[config.mk]
export PLATFORM = sky130hd
export DESIGN_NAME = obuf_reader_flat
export DESIGN_NICKNAME = d
export VERILOG_FILES = /design/src/rtl/obuf_reader_if.sv /design/src/rtl/obuf_reader.sv /design/src/flat_wrapper.sv
export SDC_FILE = /design/constraint.sdc
export NUM_CORES = 1
export LEC_CHECK = 0
export CORE_UTILIZATION = 46
export CTS_CLUSTER_SIZE = 24
export DETAILED_ROUTE_END_ITERATION = 12
export PLACE_DENSITY = 0.81
export SLEW_MARGIN = 30
export SYNTH_ARGS = -nofsm -noshare
export SYNTH_HDL_FRONTEND = slang
export SYNTH_SLANG_ARGS = --single-unit
[constraint.sdc]
create_clock -name clk -period 2.76 [get_ports clk]
set_clock_uncertainty 0.2 [all_clocks]
set_input_delay 0.552 -clock clk [delete_from_list [all_inputs] [get_ports clk]]
set_output_delay 0.552 -clock clk [all_outputs]
set_load 0.005 [all_outputs]
[src/rtl/obuf_reader_if.sv]
// Signal bundle between obuf_reader and its environment: start/len control,
// the byte-read memory port, the output byte stream and status.
interface obuf_reader_if #(
  parameter int ASZ = 17
);
  // Both handshakes complete on a rising edge where the requester's enable or
  // valid and the responder's grant or ready are high together. The requester
  // holds its address or data steady until that edge.
  logic           start;
  logic [ASZ-1:0] len;
  logic           mem_en;
  logic [ASZ-1:0] mem_a;
  logic           mem_gnt;
  logic [7:0]     mem_d;
  logic [7:0]     tx_data;
  logic           tx_valid;
  logic           tx_ready;
  logic           busy;
  logic           done;
  logic [ASZ-1:0] count;

  modport master (
    input  start, len, mem_gnt, mem_d, tx_ready,
    output mem_en, mem_a, tx_data, tx_valid, busy, done, count
  );

  modport slave (
    output start, len, mem_gnt, mem_d, tx_ready,
    input  mem_en, mem_a, tx_data, tx_valid, busy, done, count
  );
endinterface

[src/rtl/obuf_reader.sv]
// Drains a byte buffer from memory into a valid/ready byte stream, one byte
// per read/emit round trip, optionally stopping at a NUL byte.
module obuf_reader #(
  parameter logic [31:0] OBUF     = 32'h1400,
  parameter int          ASZ      = 17,
  parameter int          MAXLEN   = 'h600,
  parameter bit          NUL_STOP = 1'b1
) (
  input  logic         clk,
  input  logic         rst_n,
  obuf_reader_if.master bus,
  output logic [2:0]   state_o
);

  typedef enum logic [2:0] {
    IDLE = 3'd0,
    REQ  = 3'd1,
    WAIT = 3'd2,
    EMIT = 3'd3,
    FIN  = 3'd4
  } state_e;

  localparam logic [ASZ-1:0] OBUF_C   = OBUF[ASZ-1:0];
  localparam logic [ASZ-1:0] MAXLEN_C = ASZ'(MAXLEN);

  state_e         state_q;
  logic [ASZ-1:0] len_q;
  logic [ASZ-1:0] ptr_q;
  logic [ASZ-1:0] count_q;
  logic [7:0]     tx_data_q;
  logic           mem_en_q;
  logic           tx_valid_q;
  logic           busy_q;
  logic           done_q;

  logic [ASZ-1:0] len_d;
  logic [ASZ-1:0] count_d;

  always_comb begin
    len_d   = (bus.len > MAXLEN_C) ? MAXLEN_C : bus.len;
    count_d = count_q + 1'b1;
  end

  always_ff @(posedge clk or negedge rst_n) begin
    if (!rst_n) begin
      state_q    <= IDLE;
      len_q      <= '0;
      ptr_q      <= '0;
      count_q    <= '0;
      tx_data_q  <= '0;
      mem_en_q   <= 1'b0;
      tx_valid_q <= 1'b0;
      busy_q     <= 1'b0;
      done_q     <= 1'b0;
    end else begin
      case (state_q)
        IDLE: begin
          if (bus.start) begin
            busy_q  <= 1'b1;
            count_q <= '0;
            len_q   <= len_d;
            ptr_q   <= OBUF_C;
            if (bus.len == '0) begin
              state_q <= FIN;
              done_q  <= 1'b1;
            end else begin
              state_q  <= REQ;
              mem_en_q <= 1'b1;
            end
          end
        end
        REQ: begin
          if (bus.mem_gnt) begin
            mem_en_q <= 1'b0;
            state_q  <= WAIT;
          end
        end
        WAIT: begin
          tx_data_q <= bus.mem_d;
          // A NUL terminator is consumed but never presented downstream.
          if (NUL_STOP && (bus.mem_d == 8'h00)) begin
            state_q <= FIN;
            done_q  <= 1'b1;
          end else begin
            state_q    <= EMIT;
            tx_valid_q <= 1'b1;
          end
        end
        EMIT: begin
          if (bus.tx_ready) begin
            tx_valid_q <= 1'b0;
            count_q    <= count_d;
            ptr_q      <= ptr_q + 1'b1;
            if (count_d == len_q) begin
              state_q <= FIN;
              done_q  <= 1'b1;
            end else begin
              state_q  <= REQ;
              mem_en_q <= 1'b1;
            end
          end
        end
        FIN: begin
          done_q  <= 1'b0;
          busy_q  <= 1'b0;
          state_q <= IDLE;
        end
        default: begin
          state_q    <= IDLE;
          mem_en_q   <= 1'b0;
          tx_valid_q <= 1'b0;
          busy_q     <= 1'b0;
          done_q     <= 1'b0;
        end
      endcase
    end
  end

  assign bus.mem_en   = mem_en_q;
  assign bus.mem_a    = ptr_q;
  assign bus.tx_data  = tx_data_q;
  assign bus.tx_valid = tx_valid_q;
  assign bus.busy     = busy_q;
  assign bus.done     = done_q;
  assign bus.count    = count_q;
  assign state_o      = state_q;

endmodule

[src/flat_wrapper.sv]
// flat-port wrapper written by rule: the top's interface ports become plain ports
module obuf_reader_flat 
#(
  parameter logic [31:0] OBUF     = 32'h1400,
  parameter int          ASZ      = 17,
  parameter int          MAXLEN   = 'h600,
  parameter bit          NUL_STOP = 1'b1
)
  (clk, rst_n, state_o, bus_start, bus_len, bus_mem_gnt, bus_mem_d, bus_tx_ready, bus_mem_en, bus_mem_a, bus_tx_data, bus_tx_valid, bus_busy, bus_done, bus_count);
  obuf_reader_if #(.ASZ(ASZ)) bus_i ();
  input  logic clk;
  input  logic rst_n;
  output logic [2:0] state_o;
  input wire logic [$bits(bus_i.start)-1:0] bus_start;
  input wire logic [$bits(bus_i.len)-1:0] bus_len;
  input wire logic [$bits(bus_i.mem_gnt)-1:0] bus_mem_gnt;
  input wire logic [$bits(bus_i.mem_d)-1:0] bus_mem_d;
  input wire logic [$bits(bus_i.tx_ready)-1:0] bus_tx_ready;
  output wire logic [$bits(bus_i.mem_en)-1:0] bus_mem_en;
  output wire logic [$bits(bus_i.mem_a)-1:0] bus_mem_a;
  output wire logic [$bits(bus_i.tx_data)-1:0] bus_tx_data;
  output wire logic [$bits(bus_i.tx_valid)-1:0] bus_tx_valid;
  output wire logic [$bits(bus_i.busy)-1:0] bus_busy;
  output wire logic [$bits(bus_i.done)-1:0] bus_done;
  output wire logic [$bits(bus_i.count)-1:0] bus_count;
  assign bus_i.start = bus_start;
  assign bus_i.len = bus_len;
  assign bus_i.mem_gnt = bus_mem_gnt;
  assign bus_i.mem_d = bus_mem_d;
  assign bus_i.tx_ready = bus_tx_ready;
  assign bus_mem_en = bus_i.mem_en;
  assign bus_mem_a = bus_i.mem_a;
  assign bus_tx_data = bus_i.tx_data;
  assign bus_tx_valid = bus_i.tx_valid;
  assign bus_busy = bus_i.busy;
  assign bus_done = bus_i.done;
  assign bus_count = bus_i.count;
  obuf_reader #(.OBUF(OBUF), .ASZ(ASZ), .MAXLEN(MAXLEN), .NUL_STOP(NUL_STOP)) u_core (.clk(clk), .rst_n(rst_n), .bus(bus_i), .state_o(state_o));
endmodule
After elaboration in Yosys (flattened, before gate mapping)
Cells that the tools add are included.
Word-level totals
  register bits: 66
  input port bits: 30
  output and inout bits: 49
  word-level logic and storage cells: 75
Cells by class
  $add $sub $neg: 2
  order comparisons: 1
  equality and inequality tests: 14
  mux-type cells: 31
  bitwise operators: 4
  reduce and logical (&&, ||, !) cells: 14
Operators by type and width (count)
  two-way mux 17 bit: 5
  case mux 17 bit (2 select lines): 2
  adder 17 x 1 -> 17 bit (second input constant): 2
  two-way mux 3 bit: 6
  equality test 17 bit: 1
  greater-than comparator 17 x 11 -> 1 bit (second input constant): 1
  zero test 17 bit: 1
  two-way mux 1 bit: 13
  inequality test 2 bit (second input constant): 6
  case mux 3 bit (4 select lines): 1
  AND reduction 6 bit: 2
  AND reduction 3 bit: 3
  zero test 8 bit: 1
  case mux 1 bit (4 select lines): 2
  equality test 3 x 2 -> 1 bit (second input constant): 2
  inequality test 2 x 1 -> 1 bit (second input constant): 3
  OR reduction 3 bit: 2
  NOT 1 bit: 4
  AND reduction 2 bit: 2
  equality test 3 x 1 -> 1 bit (second input constant): 1
  equality test 3 bit (second input constant): 1
  zero test 3 bit: 1
  case mux 1 bit (3 select lines): 1
  case mux 1 bit (2 select lines): 1
  2 further kinds: 2

Logic depth before layout (Yosys ltp)
  depth in word-level cells: 5
  gate-level depth with buffers: 9

Worst setup path before layout
OpenSTA, ideal clock, no wires.
  path kind: register to register
  start: register u_core.count_q[0] (netlist: u_core.bus.count[0])
  end: register u_core.done_q (netlist: u_core.bus.done)
  library setup time: 87 ps
  arrival: 2362 ps
  slack: 111 ps
  stages on the path, launching flop included: 9
  buffers on the path: 0
  path through: dfrtp_1 ha_1 and3_4 and3_1 xor3_1 nor4_2 nand4_1 or3_1 a211oi_2
On the way
  cells in the longest elaborated chain, start to end: 4
Ends and longest elaborated chain
  start, declared: line obuf_reader.sv:29  | logic [ASZ-1:0] count_q;
  start signal, assigned: line obuf_reader.sv:92  | count_q <= count_d;
  adder 17 x 1 -> 17 bit: line obuf_reader.sv:41  | count_d = count_q + 1'b1;
  equality test 17 bit: line obuf_reader.sv:94  | if (count_d == len_q) begin
  inequality test 2 x 1 -> 1 bit (no line)
  AND reduction 6 bit (no line)
  end signal, assigned: line obuf_reader.sv:54  | done_q <= 1'b0;
  end signal, assigned: line obuf_reader.sv:96  | done_q <= 1'b1;
  end signal, assigned: line obuf_reader.sv:104  | done_q <= 1'b0;
  end, declared: line obuf_reader.sv:34  | logic done_q;
Every way passes these cells.
A chain may end at the register's enable or synchronous reset.

Worst setup path in the final report
  start: register u_core.count_q[1] (netlist: u_core.bus.count[1])
  end: register u_core.done_q (netlist: u_core.bus.done)
Same word-level chain as after synthesis.

==> impl_metrics.tcl <==
set metrics [dict create \
    outcome "finished, final reports clean" \
    hold_class "input port to async pin" \
    seq_power_share_pct 39.8 \
    worstMarginPinSlew_ns 0.720 \
    fmax_ghz 0.386 \
    syn_inst 364 \
    grt_max_degree 38 \
    cap_viol_max_count 0 \
    mappedNetlistNets 396 \
    fin_crit_ns 2.59 \
    gp_congestion 0.940 \
    overflow 0 \
    crit_chain "ha_1 -> and3_4 -> and3_1 -> xor3_1 -> nor4_2 -> nand4_1 -> or3_1 -> a211oi_2" \
    start_kind "register" \
    yosys-top-cells-area "dfrtp_1, xnor2_1, o21ai_0" \
    syn_avg_cell_area_um2 9.92 \
    cp_top_family "simple AND/OR/NAND/NOR gates" \
    switching_share_pct 34.1 \
    layout.nets 492 \
    io_buffers 78 \
    pwr-share-comb_pct 40.0 \
    fillerInstances 562 \
    yosysWarnings 0 \
    htree_num_levels 3 \
    holdWs_ns 0.0675 \
    crit_path_end_kind "register" \
    chipWidth_um 90.6 \
    cts_setup_buffers 0 \
    p_sw_w 0.00115 \
    worst-path-buf-inv 0 \
    yosysUniqueCellTypes 49 \
    drive_above_1_share_pct 13.2 \
    drtIter0Drc 146 \
    cts-resized-gates 0 \
    fin_tns_setup_ns 0 \
    num_rows 31 \
    drcViolationCount 0 \
    antenna_found_initial 0 \
    slowest_delay_ns 0.42 \
    worst_path_max_delay_cell "or3_1" \
    criticalPathCategory "register to register" \
    maxSlewViolCount 0 \
    area_growth_pct 32.5 \
    clkLatencyLatePin_ns 0.34 \
    p_per_area_nw_per_um2 704 \
    ant_nets 0 \
    hpwlAfterDp_mm 6.69 \
    setup_violations 0 \
    synth-seq-area-share_pct 45.7 \
    grt_pass1_vias 3241 \
    clk_pin_slew_ns 0.07 \
    hold_buffers 0 \
    numCtsBuffers 9 \
    clock_sinks 66 \
    ioPinCount 79 \
    viasPerCell 5.66 \
    wirelength_mm 8.97 \
    synth_area_um2 3610 \
    relSlewSlack_pct 52.0 \
    cts-root-buf "clkbuf_8" \
    yosysMostFrequentCell "dfrtp_1" \
    firstDrtPassIters 4 \
    peakVddDrop_v 0.000471 \
    wl_per_cell_um 16.0 \
    die-area_um2 8210 \
    yosys-top-cells-count "dfrtp_1, nand2_1, nor2_1, o21ai_0, xnor2_1" \
    p_leak_nw 2.02 \
    period_share_pct 93.9 \
    initial_core_util_pct 48.8 \
    synth.top_cell.area_share_pct 45.7 \
    synthArstFlopShare_pct 100 \
    ys_seq_elements 66 \
    dr_total_vias 3180 \
    synth_top_flop_cell "dfrtp_1" \
    grt_pass1_wl_mm 15.3 \
    chipHeight_um 90.6 \
    track_usage_pct 23.4 \
    final-hold-violation-count 0 \
    synth_largest_area_cell "dfrtp_1" \
    coreArea_um2 7410 \
    clk_path_buf_depth 2 \
    n_antenna_cell 0 \
    cts_tree "done" \
    synth_edf_count 0 \
    worstPathArrival_ns 2.65 \
    cp_max_fo 4 \
    power.internal_w 0.00222 \
    cp.required_ns 2.82 \
    pwr-share-clk_pct 20.2 \
    rsz0062_at_grt "no" \
]
[cell families (layout without fill, tap and decap cells)]
kind of cell             after synthesis  count (layout)  synth area share (%)
AO/OA/AOI/OAI                         77              77                  13.6
multiplexers                           8               8                  2.49
adder cells (fa/ha/maj)                2               2                 0.693
flip-flops                            66              66                  45.7
XOR/XNOR                              35              35                  9.28
AND/OR/NAND/NOR                      153             153                  25.6
buffers and inverters                 23             122                  2.63
[layer usage]
layer  share of wire, %  routed length [µm]  GRT usage, %  up-vias
met5                  0                   0             0        -
met4                2.9                 256          8.60        0
met3                6.3                 561          6.48       24
met2                 48                4270          38.5      106
met1                 43                3880          29.4     1541
li1                   -                   -             -     1509
[power groups by stage]
stage	combinational (W)	clock [W]	sequential, W
2_1_floorplan	0.000653	0	0.00134
3_3_place_gp	0.00131	0	0.00134
3_5_place_dp	0.00134	0	0.00136
4_1_cts	0.00135	0.000685	0.00134
5_1_grt	0.00148	0.000726	0.00137
6_report	0.00135	0.000679	0.00134
[layout make-up]
type | count | area (µm²) | area share (%)
inverters | 6 | 22.5 | 0.471
repair buffers | 102 | 968 | 20.2
flip-flops and latches | 66 | 1650 | 34.5
multi-input cells | 275 | 1870 | 39.0
well taps | 99 | 124 | 2.59
clock buffers | 14 | 153 | 3.19
[cell usage in the layout (no fill, tap or decap), types with 3 or more instances in the layout]
cell | netlist | routed
nor2_1 | 34 | 34
clkdlybuf4s50_1 | 0 | 77
and4_1 | 4 | 4
xor2_1 | 13 | 13
dfrtp_1 | 66 | 66
and3_1 | 5 | 5
o31ai_1 | 7 | 7
nor2b_1 | 11 | 11
nand2_1 | 39 | 39
nor4_1 | 6 | 6
a21oi_1 | 14 | 14
buf_4 | 1 | 23
a21o_1 | 4 | 4
o21ai_0 | 31 | 31
or3_1 | 5 | 5
xnor2_1 | 20 | 20
nand4_1 | 7 | 7
clkbuf_8 | 0 | 10
inv_1 | 6 | 6
nor3_1 | 5 | 5
nand3_1 | 13 | 13
nor3b_1 | 3 | 3
mux2_2 | 8 | 8
clkbuf_1 | 12 | 4
a22o_1 | 10 | 10
[worst register-to-register path: stages (launching register included)]
cell	delay, ns
dfrtp_1	0.35
ha_1	0.23
and3_4	0.24
and3_1	0.21
xor3_1	0.25
nor4_2	0.22
nand4_1	0.17
or3_1	0.42
a211oi_2	0.22
[through the flow]
step	utilization (%)	total power [W]	setup WS, ns	area (µm²)	instances
final	64.6	0.00337	0.167	4780	562
after global routing	64.6	0.00357	0.0335	4780	562
after CTS	64.6	0.00338	0.153	4780	562
after detailed placement	62.5	0.00269	0.0594	4630	548
after global placement	62.5	0.00265	0.116	4630	548
after floorplan	-	0.00200	0.111	3610	364
[flip-flops by register name, summed over array words and instances (netlist names)]
register / flops
u_core.bus.tx_valid: 1
u_core.bus.tx_data: 8
u_core.bus.done: 1
u_core.bus.mem_a: 17
u_core.bus.mem_en: 1
u_core.bus.busy: 1
u_core.bus.count: 17
u_core.len_q: 17
u_core.state_o: 3
[worst paths after layout]
check	to	slack (ns)	from	cells after the start
setup / recovery	u_core.bus.done	0.17	u_core.bus.count[1]	8
hold / removal	u_core.bus.mem_a[6]	0.07	rst_n	1
setup reg to reg	u_core.bus.done	0.17	u_core.bus.count[1]	8
hold reg to reg	u_core.bus.busy	0.30	u_core.bus.busy	1
max in group asynchronous	u_core.bus.mem_a[3]	1.66	rst_n	2
min in group clk	u_core.bus.busy	0.30	u_core.bus.busy	1
(Power assumes the default switching activity.)
==> RTL change, RTL diff (same flow settings) <==
`NUL_STOP` is set to 1'b1 in 2 places; all go to 1'b0.
--- a/src/rtl/obuf_reader.sv
+++ b/src/rtl/obuf_reader.sv
@@ -6,3 +6,3 @@
   parameter int          MAXLEN   = 'h600,
-  parameter bit          NUL_STOP = 1'b1
+  parameter bit          NUL_STOP = 1'b0
 ) (
--- a/src/flat_wrapper.sv
+++ b/src/flat_wrapper.sv
@@ -6,3 +6,3 @@
   parameter int          MAXLEN   = 'h600,
-  parameter bit          NUL_STOP = 1'b1
+  parameter bit          NUL_STOP = 1'b0
 )
Behaviour: not the same (Yosys sat finds a counterexample within 4 cycles, from zero or initial values and one cycle with rst_n low).
==> RTL change against the unedited design <==
Routed wire length about the same; sequential power decreased by 4%; setup slack got worse by 0.053 ns; cell area decreased by 0.84%; sequential share of layout area increased by 0.37 points; sequential cell count unchanged; total power decreased by 3.5%; die area increased by 0.38%; synthesized area increased by 0.38%; critical path type unchanged; highest routed layer unchanged.
==> RTL change: results (changes against the unedited design) <==
<table>
<tr><th>Metric</th><th>Value</th></tr>
<tr><th colspan="2">Logic synthesis</th></tr>
<tr><td>Cells taking the most area after synthesis</td><td>dfrtp_1, xor2_1, o21ai_0, nor2_1, xnor2_1</td></tr>
<tr><td>Top post-synthesis cells by count</td><td>dfrtp_1, nor2_1, o21ai_0, nand2_1, xor2_1</td></tr>
<tr><td>Number of library cell types mapped by synthesis</td><td>55 (+12%)</td></tr>
<tr><td>Mapped Nets</td><td>403 (+1.8%)</td></tr>
<tr><th colspan="2">Final layout</th></tr>
<tr><td>Share of final-layout standard cells stronger than drive strength 1</td><td>14.2% (+1.0 points)</td></tr>
<tr><td>Area of combinational cells with multiple inputs</td><td>0.00180 mm2 (-3.8%)</td></tr>
<tr><td>Fill cell total of the finished layout</td><td>658 (+17%)</td></tr>
<tr><th colspan="2">GRT</th></tr>
<tr><td>All-layer global routing usage</td><td>22.5% (-0.95 points)</td></tr>
<tr><td>Wire length of the first global-routing pass</td><td>14.9 mm (-2.6%)</td></tr>
<tr><td>Pin count of the biggest net entering global routing</td><td>27 (-29%)</td></tr>
<tr><td>Number of global-route vias before repair</td><td>3110 (-4.0%)</td></tr>
<tr><th colspan="2">Worst setup path</th></tr>
<tr><td>Crit-path max FO</td><td>6 (+2)</td></tr>
<tr><td>Endpoint arrival time on the critical path</td><td>2.67 ns (+0.02 ns)</td></tr>
<tr><th colspan="2">Power</th></tr>
<tr><td>Switching part of the total</td><td>32.6% (-1.5 points)</td></tr>
<tr><td>IR Drop Worst-Case VDD</td><td>535 uV (+14%)</td></tr>
<tr><th colspan="2">Place</th></tr>
<tr><td>Total instance count after detailed placement</td><td>549 (+0.18%)</td></tr>
<tr><td>DP HPWL</td><td>6.48 mm (-3.0%)</td></tr>
<tr><td>Pre-CTS setup slack</td><td>-0.00405 ns (-0.0635 ns)</td></tr>
<tr><td>Cell Area, Placed</td><td>0.00451 mm2 (-2.5%)</td></tr>
<tr><td>Routability Congestion</td><td>0.912 (-3.0%)</td></tr>
<tr><th colspan="2">Outcome</th></tr>
<tr><td>Run status</td><td>finished clean</td></tr>
<tr><th colspan="2">Detailed routing</th></tr>
<tr><td>Met2 WL</td><td>4.40 mm (+2.9%)</td></tr>
<tr><td>Detailed-route vias per instance</td><td>5.63 (-0.57%)</td></tr>
<tr><td>Wire length on met1</td><td>3.87 mm (-0.31%)</td></tr>
<tr><td>Detailed-route via count</td><td>3190 (+0.31%)</td></tr>
<tr><td>Post-detailed-route wirelength per cell</td><td>15.8 um (-0.91%)</td></tr>
<tr><th colspan="2">STA</th></tr>
<tr><td>Headroom to the max-slew limit</td><td>56.7% (+4.8 points)</td></tr>
</table>
## RTL change: repair_timing
action,CTS,global route
setup buffers,0,2
endpoints found under the setup margin,0,3
gates resized for setup,0,4
endpoints found under the hold margin,0,0
## RTL change: worst max-delay path, cell delays in order, from the launching register on
cell and delay [ns]:
dfrtp_1 0.36, ha_1 0.28, and4_2 0.34, a21oi_1 0.08, nor4_1 0.34, o2111ai_2 0.21, nor4_4 0.30, nand2_2 0.12
a221o_1 0.29
## RTL change: cell type report
class,instances,share of cell area [%]
Inverter,6,0.475
Multi-Input combinational cell,278,37.8
Timing Repair Buffer,99,19.7
Clock inverter,5,1.66
Clock buffer,11,2.77
Sequential cell,66,34.9
Tap cell,102,2.69
## RTL change: final timing paths
check / start / end / slack, ns / depth (start not counted)
max: u_core.bus.count[1] / u_core.bus.mem_en / 0.11 / 8
min: rst_n / u_core.len_q[11] / 0.04 / 1
max reg2reg: u_core.bus.count[1] / u_core.bus.mem_en / 0.11 / 8
min reg2reg: u_core.bus.tx_data[4] / u_core.bus.tx_data[4] / 0.31 / 1
max in group asynchronous: rst_n / u_core.bus.count[2] / 1.55 / 2
min in group clk: u_core.bus.tx_data[4] / u_core.bus.tx_data[4] / 0.31 / 1
## RTL change: per-layer routing
metal / global-route usage (%) / up-vias
met5: 0 / -
met3: 6.31 / 9
met1: 29.2 / 1554
met4: 5.56 / 0
met2: 37.2 / 115
li1: - / 1512
## RTL change: kinds of logic after synthesis
kind of cell / Yosys count / synth area share (%)
simple gates: 147 / 22.2
compound gates: 83 / 14.8
flops: 66 / 45.5
xor+xnor: 36 / 8.70
buf+inv: 27 / 4.97
mux: 10 / 3.07
fa+ha+maj: 2 / 0.690
## RTL change: power by group through the flow
stage / combinational, mW / sequential, mW / clock (mW)
floorplan: 0.625 / 1.26 / 0
global placement: 1.05 / 1.29 / 0
detailed placement: 1.08 / 1.30 / 0
CTS: 1.09 / 1.29 / 0.895
global route: 1.19 / 1.31 / 0.939
finish: 1.09 / 1.29 / 0.875
